**src/rtl/led_pattern_decoder.sv**
```systemverilog
// ----------------------------------------------------------------------------
// led_pattern_decoder
//
// Receive side of the switch-driven LED pattern encoder. The 6-bit LED bus is
// sampled every clock, filtered for stability, and each newly qualified
// pattern is mapped back to the bcd/mode/select switch settings that produced
// it. Decoded words are offered downstream over a valid/ready handshake.
//
// Handshake: a word is offered while out_valid=1 and moves downstream on any
// rising edge where out_valid=1 and out_ready=1. Data holds steady while
// offered, except that a newer word replaces an unaccepted one (latest wins)
// and raises the sticky ovf flag.
//
// Optional build macro:
//   LED_DEC_STRICT_EN  - ambiguous patterns (000000, 111111) are reported as
//                        errors (all fields 0, err=1, ambig=0) rather than as
//                        their canonical setting with ambig=1.
//
// Parameters:
//   STABLE_CYCLES (1..255) - consecutive equal samples needed to qualify.
//
// Ports:
//   clk        in   system clock, rising edge
//   rst_n      in   asynchronous active-low reset
//   led[5:0]   in   LED pattern bus
//   clr        in   synchronous clear of ovf
//   out_ready  in   downstream can accept a word
//   out_valid  out  decoded word held and offered
//   bcd[3:0]   out  decoded BCD value (0, 1, 2, 4, 8)
//   mode       out  decoded mode switch
//   select     out  decoded select switch
//   ambig      out  pattern maps to several settings; canonical one reported
//   err        out  pattern not in the decode table
//   ovf        out  sticky: an unaccepted word was replaced
//   dbg_state  out  FSM state (0 = IDLE, 1 = HOLD)
// ----------------------------------------------------------------------------
module led_pattern_decoder #(
  parameter int STABLE_CYCLES = 4
) (
  input  logic       clk,
  input  logic       rst_n,
  input  logic [5:0] led,
  input  logic       clr,
  input  logic       out_ready,
  output logic       out_valid,
  output logic [3:0] bcd,
  output logic       mode,
  output logic       select,
  output logic       ambig,
  output logic       err,
  output logic       ovf,
  output logic       dbg_state
);

  localparam logic [7:0] SC = 8'(STABLE_CYCLES);

  typedef enum logic {IDLE = 1'b0, HOLD = 1'b1} state_t;

  state_t      state;
  logic [5:0]  samp;
  logic [5:0]  last;
  logic [7:0]  cnt;
  logic [7:0]  cnt_next;
  logic        same;
  logic        qual;
  logic        qual_q;
  logic        issue;
  logic        ovf_set;

  logic [3:0]  d_bcd;
  logic        d_mode;
  logic        d_select;
  logic        d_ambig;
  logic        d_err;

  // --------------------------------------------------------------------------
  // Stability sampler. qual fires only on the edge where cnt climbs to SC;
  // once saturated, a continuing equal run keeps cnt at SC without firing.
  // --------------------------------------------------------------------------
  always_comb begin
    same     = (led == samp);
    cnt_next = 8'd1;
    if (same) begin
      cnt_next = (cnt == SC) ? SC : cnt + 8'd1;
    end
    qual = (cnt_next == SC) && !(same && (cnt == SC));
  end

  always_ff @(posedge clk or negedge rst_n) begin
    if (!rst_n) begin
      samp   <= 6'd0;
      cnt    <= 8'd0;
      qual_q <= 1'b0;
    end else begin
      samp   <= led;
      cnt    <= cnt_next;
      qual_q <= qual;
    end
  end

  // The qualified pattern sits in samp on the edge after qualification, so
  // the decode works from samp, which is immune to led moving meanwhile.
  assign issue = qual_q && (samp != last);

  // --------------------------------------------------------------------------
  // Decode table
  // --------------------------------------------------------------------------
  always_comb begin
    d_bcd    = 4'd0;
    d_mode   = 1'b0;
    d_select = 1'b0;
    d_ambig  = 1'b0;
    d_err    = 1'b0;
    case (samp)
      6'b000001: d_bcd = 4'd1;
      6'b000010: d_bcd = 4'd2;
      6'b000100: d_bcd = 4'd4;
      6'b000111: d_bcd = 4'd8;
      6'b001000: begin d_bcd = 4'd1; d_select = 1'b1; end
      6'b010000: begin d_bcd = 4'd2; d_select = 1'b1; end
      6'b100000: begin d_bcd = 4'd4; d_select = 1'b1; end
      6'b111000: begin d_bcd = 4'd8; d_select = 1'b1; end
      6'b001001: begin d_bcd = 4'd1; d_mode = 1'b1; end
      6'b010010: begin d_bcd = 4'd2; d_mode = 1'b1; end
      6'b100100: begin d_bcd = 4'd4; d_mode = 1'b1; end
      6'b011011: begin d_bcd = 4'd1; d_mode = 1'b1; d_select = 1'b1; end
      6'b110110: begin d_bcd = 4'd2; d_mode = 1'b1; d_select = 1'b1; end
      6'b101101: begin d_bcd = 4'd4; d_mode = 1'b1; d_select = 1'b1; end
      6'b111111: begin
`ifdef LED_DEC_STRICT_EN
        d_err = 1'b1;
`else
        d_bcd   = 4'd8;
        d_mode  = 1'b1;
        d_ambig = 1'b1;
`endif
      end
      6'b000000: begin
`ifdef LED_DEC_STRICT_EN
        d_err = 1'b1;
`else
        d_ambig = 1'b1;
`endif
      end
      default: d_err = 1'b1;
    endcase
  end

  // --------------------------------------------------------------------------
  // Output FSM. An issue always loads the output registers; it only counts
  // as an overflow when the held word is not leaving on that same edge.
  // --------------------------------------------------------------------------
  assign ovf_set = issue && (state == HOLD) && !out_ready;

  always_ff @(posedge clk or negedge rst_n) begin
    if (!rst_n) begin
      state     <= IDLE;
      last      <= 6'd0;
      out_valid <= 1'b0;
      bcd       <= 4'd0;
      mode      <= 1'b0;
      select    <= 1'b0;
      ambig     <= 1'b0;
      err       <= 1'b0;
      ovf       <= 1'b0;
    end else begin
      ovf <= ovf_set | (ovf & ~clr);
      if (issue) begin
        last      <= samp;
        state     <= HOLD;
        out_valid <= 1'b1;
        bcd       <= d_bcd;
        mode      <= d_mode;
        select    <= d_select;
        ambig     <= d_ambig;
        err       <= d_err;
      end else if ((state == HOLD) && out_ready) begin
        state     <= IDLE;
        out_valid <= 1'b0;
      end
    end
  end

  assign dbg_state = state;

endmodule
```
**config.mk**
```make
export PLATFORM = sky130hd
export DESIGN_NAME = led_pattern_decoder
export DESIGN_NICKNAME = d
export VERILOG_FILES = /design/src/rtl/led_pattern_decoder.sv
export SDC_FILE = /design/constraint.sdc
export NUM_CORES = 1
export LEC_CHECK = 0
export BUFFER_PORTS_ARGS = -buffer_cell sky130_fd_sc_hd__buf_2
export CORE_MARGIN = 2
export CORE_UTILIZATION = 54
export CTS_BUF_LIST = sky130_fd_sc_hd__clkbuf_4 sky130_fd_sc_hd__clkbuf_8 sky130_fd_sc_hd__clkbuf_16
export CTS_CLUSTER_SIZE = 24
export DETAILED_ROUTE_END_ITERATION = 10
export PLACE_DENSITY = 0.75
export SYNTH_ARGS = -nofsm -noshare
export SYNTH_HDL_FRONTEND = slang
export SYNTH_SLANG_ARGS = --single-unit
```
**constraint.sdc**
```tcl
create_clock -name clk -period 4 [get_ports clk]
set_clock_uncertainty 0.15 [all_clocks]
set_input_delay 0.6 -clock clk [delete_from_list [all_inputs] [get_ports clk]]
set_output_delay 0.6 -clock clk [all_outputs]
set_load 0.005 [all_outputs]
```
== Word-level counts from Yosys, hierarchy flattened ==
Index checks and enable logic that the tools add are counted.
Storage, ports and cells
  output and inout bits: 11
  word-level logic and storage cells: 61
  bits in registers: 31
  input port bits: 10
Operators by class
  equal/unequal tests: 19
  muxes and demuxes: 9
  $add $sub $neg: 1
  reductions and logical operators: 18
  bitwise operators: 3
Operators by type and width (count)
  == test 6 bit, second input constant: 6
  == test 6 x 5 -> 1 bit, second input constant: 3
  == test 8 x 3 -> 1 bit, second input constant: 2
  2-to-1 mux 8 bit: 2
  case mux 4 bit (4 select lines): 1
  OR reduction 16 bit: 1
  OR reduction 7 bit: 2
  == test 6 x 3 -> 1 bit, second input constant: 2
  == test 6 x 4 -> 1 bit, second input constant: 2
  OR reduction 4 bit: 3
  adder 8 x 1 -> 8 bit, second input constant: 1
  == test 6 x 1 -> 1 bit, second input constant: 1
  == test 6 x 2 -> 1 bit, second input constant: 1
  == test 6 bit: 1
  logical AND 1 bit: 6
  zero test 6 bit: 1
  2-to-1 mux 1 bit: 6
  inequality test 6 bit: 1
  OR reduction 3 bit: 1
  zero test 1 bit: 2
  nonzero test 2 bit: 1
  OR reduction 2 bit: 1
  bitwise AND 1 bit: 1
  NOT 1 bit: 1
  bitwise OR 1 bit: 1

== Logic depth before layout (Yosys ltp) ==
  depth after elaboration: 5
  gate-level depth with buffers: 7
  mapped depth without buffers: 6

== Least setup slack after synthesis ==
No wires, ideal clock.
  path kind: register to register
  from: register samp[4]
  to: register ambig
  path buffers: 1
  required time: 3.725 ns
  data arrival time: 1.510 ns
  path slack: 2.216 ns
  cell stages (with the launch flop): 6
  period minus slack after synthesis: 1.784 ns
  library setup time: 0.125 ns
  path through: dfrtp_1 > buf_4 > xnor2_1 > nand4_1 > o31ai_4 > mux2_2
On the way
  word-level cells in the longest chain between the ends: 3
  elaborated cells on any way between the ends: 6
  those cells by class: eq/ne: 2; mux: 1; reduce/logical: 3
Ends and longest elaborated chain
  start: declaration: RTL line 60  | logic [5:0] samp;
  start signal: assignment: RTL line 95  | samp <= led;
  == test 6 bit or zero test 6 bit (tied branches): RTL line 114  | case (samp)
  OR reduction 2 bit (no source line)
  2-to-1 mux 1 bit: RTL line 114
  end signal: assignment: RTL line 175  | ambig <= d_ambig;
  end: declaration: RTL line 49  | output logic ambig,
Several ways; a longest one is shown, not always the timed one.
A chain may end at the register's enable or synchronous reset.

== Final worst setup path ==
  from: register samp[3]
  to: register select
On the way
  word-level cells in the longest chain between the ends: 3
  elaborated cells on any way between the ends: 11
  those cells by class: eq/ne: 8; mux: 1; reduce/logical: 2
Ends and longest elaborated chain
  == test 6 bit, or another cell as far along: RTL line 114
  OR reduction 7 bit (no source line)
  2-to-1 mux 1 bit: RTL line 114
  end signal: assignment: RTL line 174  | select <= d_select;
  end: declaration: RTL line 48  | output logic select,
Several ways; a longest one is shown, not always the timed one.

==> impl_metrics.csv <==
group,metric,value,unit
run_status,outcome,"completed",
sta,timing.fmax,0.4300,GHz
clock_network,insertion_delay,0.32,ns
layout,drive_gt1_share,21.08,%
yosys,ys_types,36,
yosys,yosysTopAreaCellShare,46.06,%
die,fp.dieH,59.85,um
setup_path,crit_arrival,2.39,ns
layout,fill_cells,274,
setup_path,path_delay_family,"flip-flops",
clock_network,numCtsBuffers,5,
place,dpl.hpwl,2164,um
yosys,yosys-top-cells-count,"31 x dfrtp_1, 20 x nand2_1, 13 x xnor2_1",
clock_network,cts-resized-gates,0,
power_and_ir_drop,power,0.0005793,W
yosys,yosysSeqAreaShare,46.06,%
yosys,synthArstFlopShare,100.0,%
power_and_ir_drop,pwr_density_cell,318.2,nW/um2
setup_path,startpoint_type,"register",
grt,grt_use_total,19.57,%
clock_network,cts.sinks,31,
clock_network,cts_tree,"built",
sta,rsz0062_at_grt,"no",
setup_path,worstPathCellList,"xnor2_1 > nand4_1 > o31ai_4 > mux2_2",
grt,grt_pass1_wl,5188,um
die,ios,21,
routing,drc_errors,0,
setup_path,worstPathMaxFanout,19,
die,num_rows,20,
sta,finalHoldViolations,0,
routing,vias_per_cell,5.739,
routing,dr_wl_met3,198,um
layout,syn2layout_area_growth,8.098,%
routing,drt_iter0_drc,62,
layout,fin_nets,196,
yosys,yosysWarnings,0,
yosys,ys_top_cells_by_area,"dfrtp_1 46%, xnor2_1 6.8%, mux2_2 5.3%",
die,die_area,3581,um2
routing,wl,3029,um
sta,worstMarginPinSlew,0.6490,ns
die,initial_core_util,56.08,%
setup_path,critical_path_buf_inv_count,0,
die,die_x,59.85,um
yosys,synth_ff_type,"dfrtp_1",
yosys,netlist_instances,170,
setup_path,cpMaxStageDelayCell,"dfrtp_1",
clock_network,clk_root_buffer_cell,"clkbuf_4",
yosys,synth_edf_count,0,
routing,top_layer,"met4",
grt,grt_pass1_vias,1135,
clock_network,path_clk_slew,0.08,ns
place,place_congestion,0.8751,
flow_run,cap_violations,0,
grt,antenna_found_initial,0,
layout,insertedDiodeCount,0,
routing,via_count,1251,
grt,grt-ovfl-total,0,
sta,holdWs,0.1451,ns
yosys,yosysTopAreaCell,"dfrtp_1",
clock_network,cts_setup_buffers,0,
layout,final_core_util,60.62,%
routing,ant_nets,0,
worst_hold_path,hold_path.class,"in2async",
die,core_area,3003,um2
power_and_ir_drop,p_leak,0.8327,nW
yosys,synthesis.nets,182,
yosys,syn_avg_cell_area,9.907,um2
clock_network,cts_buffer_depth,2,
yosys,yosysMostFrequentCell,"dfrtp_1",
routing,wire_per_inst,13.89,um
sta,tns,0,ns
setup_path,worstPathRequired,4.06,ns
place,portBuffers,20,
grt,grt_max_degree,32,
yosys,syn_area,1684,um2
setup_path,end_kind,"register",
sta,setup-violations-final,0,
routing,drt-pass1-iter-count,4,
sta,post-route-period-util,58.14,%
yosys,ys_ff_latch,31,
power_and_ir_drop,vdd_drop_max,0.2318,mV
clock_network,cts_max_level,2,
setup_path,path_class,"reg2reg",
routing,wl_met1,1425,um
clock_network,hold_buffers,0,
sta,slew-limit-headroom,56.74,%
setup_path,slowest_delay,0.74,ns
routing,wl_met2,1364,um
sta,period_minus_slack,2.326,ns
sta,slew_viol_final,0,
-- layer usage --
layer / vias to the layer above / global-route usage [%]
li1: 629 / -
met1: 574 / 27.02
met2: 41 / 29.35
met3: 7 / 5.844
met4: 0 / 6.667
met5: - / 0
-- cell type report --
class,count,area (um2),share of cell area [%]
sequential,31,775.7,42.61
inverter,4,15.01,0.8247
timing repair buffer,20,100.1,5.498
tap,33,41.29,2.268
clock buffer,8,72.57,3.986
multi-input combinational,122,815.8,44.81
-- final timing paths --
kind	start	endpoint	slack (ns)	depth (start not counted)
min	rst_n	dbg_state	0.15	1
max reg2reg	samp[3]	select	1.67	4
min reg2reg	mode	mode	0.33	2
max	samp[3]	select	1.67	4
max in group asynchronous	rst_n	cnt[1]	3.13	1
min in group clk	led[4]	samp[4]	0.25	1
-- flip-flops by register name (all words and copies together) (netlist names) --
name / cells
ambig: 1
bcd: 4
qual_q: 1
last: 6
samp: 6
cnt: 8
select: 1
mode: 1
err: 1
ovf: 1
dbg_state: 1
-- kinds of logic (layout without fill, tap and decap cells) --
logic type,Yosys count,in the layout,synth area share (%)
adders and majority gates,2,2,1.486
and+or+nand+nor,65,65,19.54
buffers and inverters,17,32,5.497
DFF,31,31,46.06
xor gates and xnor gates,21,21,10.92
AOI/OAI and AO/OA,26,26,11.14
muxes,8,8,5.349
-- where the power goes --
part | total, W | switching (W) | internal [W]
combinational | 0.0000420 | 0.0000222 | 0.0000198
clock | 0.000205 | 0.0000949 | 0.000110
sequential | 0.000332 | 0.0000160 | 0.000316
-- through the flow --
| step | area, um2 | worst slack (ns) | instances |
|---|---|---|---|
| after detailed placement | 1748 | 1.683 | 210 |
| final | 1821 | 1.674 | 218 |
| after floorplan | 1684 | 2.216 | 170 |
| after global placement | 1748 | 1.744 | 210 |
| after CTS | 1821 | 1.661 | 218 |
| after global routing | 1821 | 1.465 | 218 |
-- cells in the final DEF (no fill, tap or decap), drive strengths merged, types with 6 or more instances in the layout --
cell / count
buf: 20
clkbuf: 8
dfrtp: 31
mux2: 8
nand2: 20
nand3: 7
nor2: 12
nor3: 6
o21ai: 8
xnor2: 13
xor2: 8
Power figures use the tool's default switching activity.
